`config.mk`:
```
export PLATFORM = sky130hd
export DESIGN_NAME = camac_dataway_master
export DESIGN_NICKNAME = d
export VERILOG_FILES = /design/src/rtl/camac_pkg.sv /design/src/rtl/camac_phase_timer.sv /design/src/rtl/camac_dataway_master.sv
export SDC_FILE = /design/constraint.sdc
export NUM_CORES = 1
export LEC_CHECK = 0
export CORE_MARGIN = 3
export CORE_UTILIZATION = 43
export DETAILED_ROUTE_END_ITERATION = 8
export GPL_TIMING_DRIVEN = 0
export PLACE_DENSITY = 0.84
export SETUP_SLACK_MARGIN = 0.3
export SYNTH_ARGS = -nofsm -noshare
export SYNTH_HDL_FRONTEND = slang
export SYNTH_SLANG_ARGS = --single-unit
```
`constraint.sdc`:
```
create_clock -name clk -period 2.9 [get_ports clk]
set_input_delay 0.435 -clock clk [delete_from_list [all_inputs] [get_ports clk]]
set_output_delay 0.435 -clock clk [all_outputs]
set_load 0.02 [all_outputs]
```
`src/rtl/camac_pkg.sv`:
```
// Shared encodings, dataway limits and FSM states for the CAMAC dataway master.
package camac_pkg;

    localparam logic [1:0] OP_NAF = 2'd0;
    localparam logic [1:0] OP_Z   = 2'd1;
    localparam logic [1:0] OP_C   = 2'd2;

    localparam logic [4:0] F_READ_MAX  = 5'd7;
    localparam logic [4:0] F_WRITE_MIN = 5'd16;
    localparam logic [4:0] F_WRITE_MAX = 5'd23;
    localparam logic [4:0] N_MAX       = 5'd23;

    typedef enum logic [2:0] {
        ST_IDLE,
        ST_SETUP,
        ST_STB1,
        ST_GAP,
        ST_STB2,
        ST_HOLD,
        ST_RESP
    } state_e;

    function automatic int unsigned max_u(input int unsigned a, input int unsigned b);
        return (a > b) ? a : b;
    endfunction

endpackage

```
`src/rtl/camac_phase_timer.sv`:
```
// Loadable down-counter; done_o marks the last clock of the loaded phase.
module camac_phase_timer #(
    parameter int unsigned W = 3
) (
    input  logic         clk_i,
    input  logic         rst_ni,
    input  logic         load_i,
    input  logic [W-1:0] load_val_i,
    output logic         done_o
);

    logic [W-1:0] cnt_q;

    // Load on phase entry, then count down to zero and stay there.
    always_ff @(posedge clk_i or negedge rst_ni) begin
        if (!rst_ni) begin
            cnt_q <= '0;
        end else if (load_i) begin
            cnt_q <= load_val_i;
        end else if (cnt_q != '0) begin
            cnt_q <= cnt_q - W'(1);
        end
    end

    assign done_o = (cnt_q == W'(1));

endmodule

```
`src/rtl/camac_dataway_master.sv`:
```
// CAMAC crate-controller dataway initiator: N/A/F, Z and C cycles with B/S1/S2 timing.
module camac_dataway_master
    import camac_pkg::*;
#(
    parameter int unsigned SETUP_CLK = 4,
    parameter int unsigned S1_CLK    = 2,
    parameter int unsigned GAP_CLK   = 1,
    parameter int unsigned S2_CLK    = 2,
    parameter int unsigned HOLD_CLK  = 1,
    parameter int unsigned DATA_W    = 24
) (
    input  logic              clk,
    input  logic              rst,
    input  logic              cmd_valid,
    output logic              cmd_ready,
    input  logic [1:0]        cmd_op,
    input  logic [4:0]        cmd_n,
    input  logic [3:0]        cmd_a,
    input  logic [4:0]        cmd_f,
    input  logic [DATA_W-1:0] cmd_wdata,
    output logic [4:0]        n,
    output logic [3:0]        a,
    output logic [4:0]        f,
    output logic              b,
    output logic              s1,
    output logic              s2,
    output logic              z,
    output logic              c,
    output logic [DATA_W-1:0] write,
    input  logic [DATA_W-1:0] read,
    input  logic              q,
    input  logic              x,
    input  logic              lam,
    output logic              rsp_valid,
    output logic [DATA_W-1:0] rsp_rdata,
    output logic              rsp_q,
    output logic              rsp_x,
    output logic              rsp_err,
    output logic              lam_sync
);

    localparam int unsigned PH_MAX = max_u(max_u(max_u(SETUP_CLK, S1_CLK), max_u(GAP_CLK, S2_CLK)), HOLD_CLK);
    localparam int unsigned PH_W   = $clog2(PH_MAX + 1);

    state_e              state_q, state_d;
    logic [1:0]          op_q;
    logic [4:0]          n_q, f_q;
    logic [3:0]          a_q;
    logic [DATA_W-1:0]   wdata_q;
    logic [DATA_W-1:0]   samp_rdata_q;
    logic                samp_q_q, samp_x_q;
    logic [DATA_W-1:0]   rsp_rdata_q, rsp_rdata_d;
    logic                rsp_q_q, rsp_q_d, rsp_x_q, rsp_x_d, rsp_err_q, rsp_err_d;
    logic                lam_meta_q, lam_sync_q;
    logic                tmr_load;
    logic [PH_W-1:0]     tmr_val;
    logic                tmr_done;

    logic accept, in_naf, in_bad_n, op_naf, active;

    assign accept   = cmd_valid && (state_q == ST_IDLE);
    assign in_naf   = (cmd_op != OP_Z) && (cmd_op != OP_C);
    assign in_bad_n = (cmd_n == 5'd0) || (cmd_n > N_MAX);
    assign op_naf   = (op_q != OP_Z) && (op_q != OP_C);
    assign active   = (state_q == ST_SETUP) || (state_q == ST_STB1) || (state_q == ST_GAP)
                   || (state_q == ST_STB2) || (state_q == ST_HOLD);

    camac_phase_timer #(.W(PH_W)) u_timer (
        .clk_i      (clk),
        .rst_ni     (rst),
        .load_i     (tmr_load),
        .load_val_i (tmr_val),
        .done_o     (tmr_done)
    );

    // Dataway outputs decode straight from the state register so reset clears them at once.
    assign cmd_ready = (state_q == ST_IDLE);
    assign b         = active;
    assign s1        = (state_q == ST_STB1) && op_naf;
    assign s2        = (state_q == ST_STB2);
    assign z         = active && (op_q == OP_Z);
    assign c         = active && (op_q == OP_C);
    assign n         = (active && op_naf) ? n_q : '0;
    assign a         = (active && op_naf) ? a_q : '0;
    assign f         = (active && op_naf) ? f_q : '0;
    assign write     = (active && op_naf && (f_q >= F_WRITE_MIN) && (f_q <= F_WRITE_MAX)) ? wdata_q : '0;
    assign rsp_valid = (state_q == ST_RESP);
    assign rsp_rdata = rsp_rdata_q;
    assign rsp_q     = rsp_q_q;
    assign rsp_x     = rsp_x_q;
    assign rsp_err   = rsp_err_q;
    assign lam_sync  = lam_sync_q;

    // Next-state, phase timer loading and response formation on entry to RESP.
    always_comb begin
        state_d     = state_q;
        tmr_load    = 1'b0;
        tmr_val     = '0;
        rsp_rdata_d = rsp_rdata_q;
        rsp_q_d     = rsp_q_q;
        rsp_x_d     = rsp_x_q;
        rsp_err_d   = rsp_err_q;
        case (state_q)
            ST_IDLE: begin
                if (cmd_valid) begin
                    if (in_naf && in_bad_n) begin
                        state_d     = ST_RESP;
                        rsp_rdata_d = '0;
                        rsp_q_d     = 1'b0;
                        rsp_x_d     = 1'b0;
                        rsp_err_d   = 1'b1;
                    end else begin
                        state_d  = ST_SETUP;
                        tmr_load = 1'b1;
                        tmr_val  = PH_W'(SETUP_CLK);
                    end
                end
            end
            ST_SETUP: begin
                if (tmr_done) begin
                    state_d  = ST_STB1;
                    tmr_load = 1'b1;
                    tmr_val  = PH_W'(S1_CLK);
                end
            end
            ST_STB1: begin
                if (tmr_done) begin
                    tmr_load = 1'b1;
                    if (GAP_CLK == 0) begin
                        state_d = ST_STB2;
                        tmr_val = PH_W'(S2_CLK);
                    end else begin
                        state_d = ST_GAP;
                        tmr_val = PH_W'(GAP_CLK);
                    end
                end
            end
            ST_GAP: begin
                if (tmr_done) begin
                    state_d  = ST_STB2;
                    tmr_load = 1'b1;
                    tmr_val  = PH_W'(S2_CLK);
                end
            end
            ST_STB2: begin
                if (tmr_done) begin
                    state_d  = ST_HOLD;
                    tmr_load = 1'b1;
                    tmr_val  = PH_W'(HOLD_CLK);
                end
            end
            ST_HOLD: begin
                if (tmr_done) begin
                    state_d = ST_RESP;
                    if (op_naf) begin
                        rsp_rdata_d = (f_q <= F_READ_MAX) ? samp_rdata_q : '0;
                        rsp_q_d     = samp_q_q;
                        rsp_x_d     = samp_x_q;
                        rsp_err_d   = !samp_x_q;
                    end else begin
                        rsp_rdata_d = '0;
                        rsp_q_d     = 1'b0;
                        rsp_x_d     = 1'b0;
                        rsp_err_d   = 1'b0;
                    end
                end
            end
            ST_RESP: state_d = ST_IDLE;
            default: state_d = ST_IDLE;
        endcase
    end

    // State, command latch, STB1 sampler and response registers.
    always_ff @(posedge clk or negedge rst) begin
        if (!rst) begin
            state_q      <= ST_IDLE;
            op_q         <= OP_NAF;
            n_q          <= '0;
            a_q          <= '0;
            f_q          <= '0;
            wdata_q      <= '0;
            samp_rdata_q <= '0;
            samp_q_q     <= 1'b0;
            samp_x_q     <= 1'b0;
            rsp_rdata_q  <= '0;
            rsp_q_q      <= 1'b0;
            rsp_x_q      <= 1'b0;
            rsp_err_q    <= 1'b0;
        end else begin
            state_q     <= state_d;
            rsp_rdata_q <= rsp_rdata_d;
            rsp_q_q     <= rsp_q_d;
            rsp_x_q     <= rsp_x_d;
            rsp_err_q   <= rsp_err_d;
            if (accept) begin
                op_q    <= cmd_op;
                n_q     <= cmd_n;
                a_q     <= cmd_a;
                f_q     <= cmd_f;
                wdata_q <= cmd_wdata;
            end
            if ((state_q == ST_STB1) && tmr_done) begin
                samp_rdata_q <= read;
                samp_q_q     <= q;
                samp_x_q     <= x;
            end
        end
    end

    // Two-flop synchroniser for the asynchronous LAM line.
    always_ff @(posedge clk or negedge rst) begin
        if (!rst) begin
            lam_meta_q <= 1'b0;
            lam_sync_q <= 1'b0;
        end else begin
            lam_meta_q <= lam;
            lam_sync_q <= lam_meta_q;
        end
    end

endmodule

```
## Yosys cells after proc, flatten, opt, wreduce, memory -nomap -nowiden

Index checks and enable logic that the tools add are counted.

- Bitwise operators: 0
- Multiplexer cells: 42
- Shift-type cells: 0
- $mul: 0
- Eq/ne operators: 20
- Divide/modulo/power cells: 0
- Reductions and logical operators: 27
- Add/sub/neg operators: 1
- Magnitude comparators: 4

Operators with widths:

| kind | count |
|---|---|
| 24-bit two-way mux | 6 |
| 24-bit case mux with 2 select lines | 1 |
| 3-bit two-way mux | 11 |
| 3-bit case mux with 6 select lines | 1 |
| 1-bit two-way mux | 14 |
| 2-bit != test (second input constant) | 7 |
| 1-bit logical AND | 11 |
| 5-bit two-way mux | 2 |
| 3-bit equality test (second input constant) | 3 |
| 3-bit case mux with 3 select lines | 1 |
| 2-bit by 1-bit != test with 1-bit output (second input constant) | 4 |
| 1-bit case mux with 2 select lines | 4 |
| 3-bit by 1-bit equality test with 1-bit output (second input constant) | 2 |
| 3-bit by 2-bit equality test with 1-bit output (second input constant) | 2 |
| 6-bit AND reduction | 1 |
| 5-bit greater-or-equal comparator (second input constant) | 1 |
| 5-bit greater-than comparator (second input constant) | 1 |
| 5-bit by 3-bit less-or-equal comparator with 1-bit output (second input constant) | 1 |
| 5-bit less-or-equal comparator (second input constant) | 1 |
| 5-bit zero test | 1 |
| 1-bit logical OR | 5 |
| 4-bit two-way mux | 1 |
| 4-bit AND reduction | 1 |
| 2-bit nonzero test | 2 |
| 9 further kinds | 10 |

- Bits in read-only memories: 0
- Bits of input ports: 70
- Memories: 0
- Bits in writable memories: 0
- Latch bits: 0
- Register bits: 101
- Output and inout bits: 73

## Logic depth before layout (Yosys ltp)

Gate-level depths: netlist of the first run.

- Depth in word-level cells: 9
- Mapped depth: 8
- Gate-level depth less buffers: 6

## By module

Synthesis of the first run repeated with hierarchy kept, for this count alone.

- Cells, all modules: 330
- Area total of the unflattened synthesis: 4374.2 um^2

By module, submodules not included:

| module | area each (um^2) | cells an instance | sequential area each (um^2) | instances |
|---|---|---|---|---|
| camac_dataway_master | 4155.2 | 308 | 2452.4 | 1 |
| camac_phase_timer | 219.0 | 22 | 75.1 | 1 |

## Worst setup path before layout of the first run

OpenSTA, ideal clock, no wires.

- Path type: flip-flop to output port
- Start: register state_q[1]
- End: output port write[10]
- Cell stages (with the launch flop): 7
- Required time: 2.465 ns
- Path slack: 0.789 ns
- Arrival time: 1.676 ns
- Cell sequence: dfrtp_1 or3_1 buf_2 and3_1 and3b_1 clkbuf_1 and2_1

- Word-level cells in the longest chain between the ends: 9

Ends and longest elaborated chain:

| item | line | RTL |
|---|---|---|
| start: declaration | camac_dataway_master.sv:45 | `state_e state_q, state_d;` |
| start signal: assignment | camac_dataway_master.sv:190 | `state_q <= state_d;` |
| 3-bit by 1-bit equality test with 1-bit output or 3-bit by 2-bit equality test with 1-bit output (tied branches) | camac_dataway_master.sv:65 | `assign active = (state_q == ST_SETUP) \|\| (state_q == ST_STB1) \|\| (state_q == ST_GAP)` |
| 1-bit logical OR (2 in series) | camac_dataway_master.sv:65 |  |
| 1-bit logical OR | camac_dataway_master.sv:66 | `\|\| (state_q == ST_STB2) \|\| (state_q == ST_HOLD);` |
| 1-bit logical OR (*) | camac_dataway_master.sv:66 |  |
| 1-bit logical AND (*) (3 in series) | camac_dataway_master.sv:86 | `assign write = (active && op_naf && (f_q >= F_WRITE_MIN) && (f_q <= F_WRITE_MAX)) ? wdata_q : '0;` |
| 24-bit two-way mux (*) | camac_dataway_master.sv:86 |  |
| end: declaration | camac_dataway_master.sv:29 | `output logic [DATA_W-1:0] write,` |

Every way passes the cells marked *; elsewhere a longest branch is shown, timed or not.

## Worst setup path after layout of the first run

- Start: register state_q[2]
- End: output port write[12]

The elaborated chain is that of the path after synthesis.

==> results of run 1 <==
-- how the worst max path moves through the flow --
stage | start | to | slack, ns | cells after the start
after floorplan | state_q[1] | write[10] | 0.79 | 6
after global placement | rst | a_q[0] | -2.22 | 1
after detailed placement | op_q[0] | write[19] | -0.06 | 7
after CTS | state_q[0] | write[19] | 0.28 | 7
after global routing | state_q[0] | f[4] | 0.30 | 6
final | state_q[2] | write[12] | 0.39 | 7
-- cell usage after synthesis, drive strengths merged, types with 2 or more instances --
library cell,n,area (um^2)
dfrtp,101,2527
mux2,64,720.7
and2,38,237.7
a22o,26,227.7
buf,14,88.83
inv,7,26.27
clkbuf,5,18.77
ha,5,62.56
nand2,5,18.77
nand2b,5,31.28
a21oi,4,20.02
and3,4,25.02
nor2,4,22.52
nor2b,4,25.02
nor4,3,25.02
o21ai,3,15.01
a211o,2,17.52
nor3b,2,15.01
o211ai,2,15.01
o22ai,2,12.51
or3,2,12.51
xnor2,2,17.52
-- flip-flops by register name (all words and copies together) (netlist names), 2 cells and up --
signal,cells
rsp_rdata,24
samp_rdata_q,24
wdata_q,24
f_q,5
n_q,5
a_q,4
state_q,3
u_timer.cnt_q,3
op_q,2
-- layout make-up --
class / count / area, um^2 / area share, %
plain buffers: 19 / 137.6 / 2.202
flip-flops and latches: 101 / 2527 / 40.43
repair buffers: 148 / 1514 / 24.22
clock inverters: 6 / 55.05 / 0.8807
well taps: 129 / 161.4 / 2.582
clock buffers: 10 / 127.6 / 2.042
inverters: 8 / 30.03 / 0.4804
multi-input cells: 190 / 1698 / 27.16
-- power groups by stage --
stage               sequential [uW]  combinational [uW]  clock [uW]
CTS                            2310                2850         859
global placement               2290                2610           0
detailed placement             2330                2700           0
global route                   2400                3080         927
floorplan                      2330                1510           0
finish                         2320                2850         837
-- worst max-delay path, stage by stage, from the launching register on --
cell and delay [ns]:
dfrtp_1 0.43, or3_1 0.33, buf_6 0.13, and3_4 0.18, and3b_4 0.25, buf_8 0.14, and2_4 0.13, buf_6 0.12
-- cell families after synthesis --
group,Yosys count,share of synthesized area [%]
flops,101,58.89
simple gates,73,10.58
mux,64,16.79
compound gates,46,8.659
buf+inv,27,3.207
fa+ha+maj,5,1.458
xor+xnor,2,0.4082
-- metal layers --
metal  vias to the layer above  share of wire (%)
li1                       1436                  -
met2                        91                 50
met3                         8                6.1
met5                         -                  0
met1                      1539                 42
met4                         0                1.0
-- per-stage QoR --
stage	power (uW)	std cells
floorplan	3850	318
global placement	4900	589
detailed placement	5026	590
CTS	6027	611
global route	6411	611
finish	6001	611
-- repair_timing --
action	CTS	global route
hold endpoints to repair	20	0
setup buffers	2	0
cloned	2	0
pin swaps	22	0
gates resized for setup	181	25
hold buffers	1	0
setup endpoints to repair	38	37
==> out/qor.yml, run 1 <==
status: "completed"
maxSlewHeadroom_pct: 57.44
cts_buffers: 9
fp-row-count: 35
synth_edf_count: 0
share_comb_of_total_power_pct: 47.4
grt_use_met2_pct: 32.38
gr-usage-met1_pct: 23.57
power.switching_uw: 2189
avgSynthCellArea_um2: 13.50
whs_ns: 0.3697
pin_count: 143
switching_share_pct: 36.47
die_h_um: 105.9
timing.reg2reg.setup_slack_ns: 0.58
critPathLaunchType: "flop"
cts_tree: "yes"
path_clk_slew_ns: 0.11
gp_congestion: 0.7765
portBuffers: 142
rr_endpoint: "rsp_rdata[20]"
die-area_mm2: 0.01121
pre_cts_ws_ns: -0.05719
start_util_pct: 45.37
synth_ff_type: "dfrtp_1"
overflow: 0
vias: 3074
grt_busiest_layer: "met2"
ir_drop_uv: 600.3
fillers: 746
p_seq_share_pct: 38.6
crit_arrival_ns: 2.08
grt_use_met3_pct: 5.100
final_hold_viol_count: 0
p_leak_uw: 0.002845
cp-end-kind: "output port"
power-per-cell-area_mw_per_mm2: 960.1
fin_nets: 552
clk_latency_ns: 0.36
grt_usage_pct: 18.92
maxCapViolations: 0
drive_above_1_share_pct: 18.88
h-tree-depth: 3
place_area_mm2: 0.005899
reg2reg_depth: 7
holdPathStages: 0
syn_area_mm2: 0.004292
diodes: 0
final_cell_mix: "101 x dfrtp_1, 100 x clkdlybuf4s50_1, 64 x mux2_1"
ys_ff_latch: 101
hold_class: "reg -> reg"
wirelength_mm: 10.12
finalInstanceArea_mm2: 0.006251
grt_pass1_wl_mm: 16.95
wl_per_cell_um: 16.56
core-area_mm2: 0.009459
syn2layout_area_growth_pct: 45.66
grt_antenna_before_repair: 0
initialDrtViolationCount: 82
via_per_inst: 5.031
intPower_uw: 3812
cts_root_buf: "clkbuf_8"
yosysWarningCount: 0
hpwl_mm: 7.342
slew_violations: 0
path_class: "reg -> out"
antenna_left: 0
clockPowerShare_pct: 13.9
syn-num-nets: 393
yosysSeqAreaShare_pct: 58.89
drc: 0
first_pass_iters: 4
hp-start: "lam_meta_q"
fin_crit_ns: 2.512
fin_crit_sh_pct: 86.61
clock-sinks: 101
worstPathRequired_ns: 2.47
async_flop_share_pct: 100.0
finalWorstSetupSlack_ns: 0.3884
path_max_fanout: 8
yosys.cell_types.count: 40
synthCells: 318
finish.utilization_pct: 66.08
worstMarginPinSlew_ns: 0.6331
hold_end: "lam_sync"
finalSetupTns_ns: 0
die_x_um: 105.9
clock_path_buffers: 2
layout_commonest_cell: "dfrtp_1"
rsz0062_at_grt: "false"
r2r_start: "u_timer.cnt_q[1]"
clock_skew_ns: 0.01566
grt_pass1_vias: 3334
max_freq_mhz: 398.2
grt_max_degree: 74
setup_viol: 0
Power figures use the tool's default switching activity.
==> run 2: changes to the inputs <==
==> constraint.sdc (replaced) <==
create_clock -name clk -period 2.9 [get_ports clk]
set_input_delay 0.58 -clock clk [delete_from_list [all_inputs] [get_ports clk]]
set_output_delay 0.58 -clock clk [all_outputs]
set_load 0.02 [all_outputs]
==> run 2 against run 1 <==
Net effect: wire length hardly changed; largest cell class unchanged; worst setup slack lost 0.14 ns; sequential share of layout area is 0.33 points higher; clock power about the same; utilization fell by 0.54 points; final area decreased by 0.82%; critical path depth did not move; sequential power about the same.
==> out/qor.yml, run 2 (synthesized netlist as in run 1, its figures left out) <==
fillers: 760  # +1.9%
finalInstanceArea_mm2: 0.006200  # -0.82%
ir_drop_uv: 600.5  # about the same
rsz0062_at_grt: "true"
fin_crit_sh_pct: 91.29  # +4.7 points
fin_nets: 553  # +0.18%
crit_path_frequent_cell: "buf_6"
die-area_mm2: 0.01121  # unchanged
final_hold_viol_count: 0  # unchanged
start_util_pct: 45.37  # unchanged
cp-end-kind: "output port"
path_cells: "or3_1, buf_6, and3_4, and3b_4, buf_8, and2_4, buf_6"
setup_viol: 0  # unchanged
fin_cells: 612  # +0.16%
critPathLaunchType: "flop"
worstPathRequired_ns: 2.32  # -0.15 ns
crit_slowest_cell: "dfrtp_1"
crit_arrival_ns: 2.07  # about the same
drc: 0  # unchanged
register_area_mm2: 0.002527  # unchanged
h-tree-depth: 3  # unchanged
path_clk_slew_ns: 0.10  # about the same
vias: 3072  # -0.065%
timing.reg2reg.setup_slack_ns: 0.58  # about the same
initialDrtViolationCount: 77  # -6.1%
whs_ns: 0.1326  # -0.2371 ns
path_class: "reg -> out"
portBuffers: 142  # unchanged
syn2layout_area_growth_pct: 44.46
fin_crit_ns: 2.647  # +0.1358 ns
clk_latency_ns: 0.36  # about the same
grt_antenna_before_repair: 0  # unchanged
cts_buffers: 9  # unchanged
hold_class: "in -> async"
grt_pass1_wl_mm: 16.89  # -0.32%
max_freq_mhz: 377.7  # -5.1%
pin_count: 143  # unchanged
wl_per_cell_um: 16.53  # -0.20%
r2r_start: "u_timer.cnt_q[1]"
cts_tree: "yes"
worstMarginPinSlew_ns: 0.6340  # +0.0008306 ns
core-area_mm2: 0.009459  # unchanged
grt_pass1_vias: 3317  # -0.51%
clock-sinks: 101  # unchanged
via_per_inst: 5.020  # -0.23%
overflow: 0  # unchanged
status: "completed"
cp_slowest_stage_delay_ns: 0.39  # -0.04 ns
path_max_fanout: 8  # unchanged
multi_input_area_mm2: 0.001698  # unchanged
clock_skew_ns: 0.01529  # -0.0003685 ns
place_area_mm2: 0.005899  # unchanged
first_pass_iters: 4  # unchanged
gp_congestion: 0.7765  # unchanged
die_h_um: 105.9  # unchanged
layout_commonest_cell: "dfrtp_1"
drive_above_1_share_pct: 21.12  # +2.2 points
diodes: 0  # unchanged
antenna_left: 0  # unchanged
grt_max_degree: 74  # unchanged
maxSlewHeadroom_pct: 57.38  # about the same
final_cell_mix: "101 x dfrtp_1, 97 x clkdlybuf4s50_1, 64 x mux2_1"
p_leak_uw: 0.002821  # -0.83%
cts_hold_buf: 0  # -1
rr_endpoint: "rsp_rdata[20]"
placed_cells: 590  # unchanged
clock_path_buffers: 2  # unchanged
cts_root_buf: "clkbuf_8"
grt_usage_pct: 18.87  # -0.052 points
hpwl_mm: 7.342  # unchanged
maxCapViolations: 0  # unchanged
die_x_um: 105.9  # unchanged
power-per-cell-area_mw_per_mm2: 961.1  # +0.11%
fp-row-count: 35  # unchanged
reg2reg_depth: 7  # unchanged
slew_violations: 0  # unchanged
wirelength_mm: 10.11  # about the same
finalSetupTns_ns: 0  # unchanged
run 2: changes by cell type in the layout (fill, tap and decap cells not counted), sizes merged:
| cell | previous run | this run |
|---|---|---|
| dlymetal6s2s | 7 | 2 |
| clkdlybuf4s50 | 100 | 97 |
| buf | 47 | 58 |
| dlygate4sd3 | 1 | 0 |
| dlygate4sd2 | 0 | 8 |
| clkdlybuf4s15 | 8 | 0 |
| clkbuf | 14 | 13 |
run 2: routing by layer:
layer | part of all wire, % | GRT usage, % | vias up
met5 | 0 | 0 | -
met4 | 1.0 | 5.550 | 0
met3 | 6.1 | 5.100 | 8
met2 | 50 | 32.33 | 95
met1 | 42 | 23.45 | 1530
li1 | - | - | 1439
run 2: what timing repair did:
action / CTS / global route
endpoints found under the setup margin: 43 / 28
pin swaps: 22 / 1
resized for setup: 220 / 10
buffers inserted: 2 / 2
gates cloned: 2 / 0
run 2: stage by stage:
| stage | setup slack, ns | util [%] | power, uW |
|---|---|---|---|
| final | 0.2526 | 65.54 | 5958 |
| after floorplan | 0.6437 | - | 3850 |
| after detailed placement | -0.2022 | 62.37 | 5026 |
| after global routing | 0.1860 | 65.54 | 6368 |
| after global placement | -2.363 | 62.10 | 4900 |
| after CTS | 0.1380 | 65.21 | 5955 |
run 2: how the worst max path moves through the flow:
| stage | to | slack [ns] | startpoint | depth (start not counted) |
|---|---|---|---|---|
| floorplan | write[10] | 0.64 | state_q[1] | 6 |
| global placement | a_q[0] | -2.36 | rst | 1 |
| detailed placement | write[19] | -0.20 | op_q[0] | 7 |
| CTS | write[19] | 0.14 | state_q[0] | 7 |
| global route | write[5] | 0.19 | state_q[1] | 7 |
| finish | write[5] | 0.25 | state_q[1] | 7 |
run 2: final cells by class:
type	instances	area share (%)
flip-flops and latches	101	40.77
clock inverters	6	0.8880
clock buffers	10	2.059
repair buffers	149	23.53
plain buffers	19	2.281
inverters	8	0.4844
well taps	129	2.603
multi-input cells	190	27.39
run 2: power by group:
group          total [uW]  switching (uW)  internal, uW
Combinational        2810            1370          1440
Sequential           2320             316          2000
Clock                 834             505           329
run 2: worst max-delay path, delay by kind of cell (launching register included):
family	cells	cell delay, ns
buffers and inverters	3	0.39
flip-flops	1	0.39
AND/OR/NAND/NOR	4	0.93
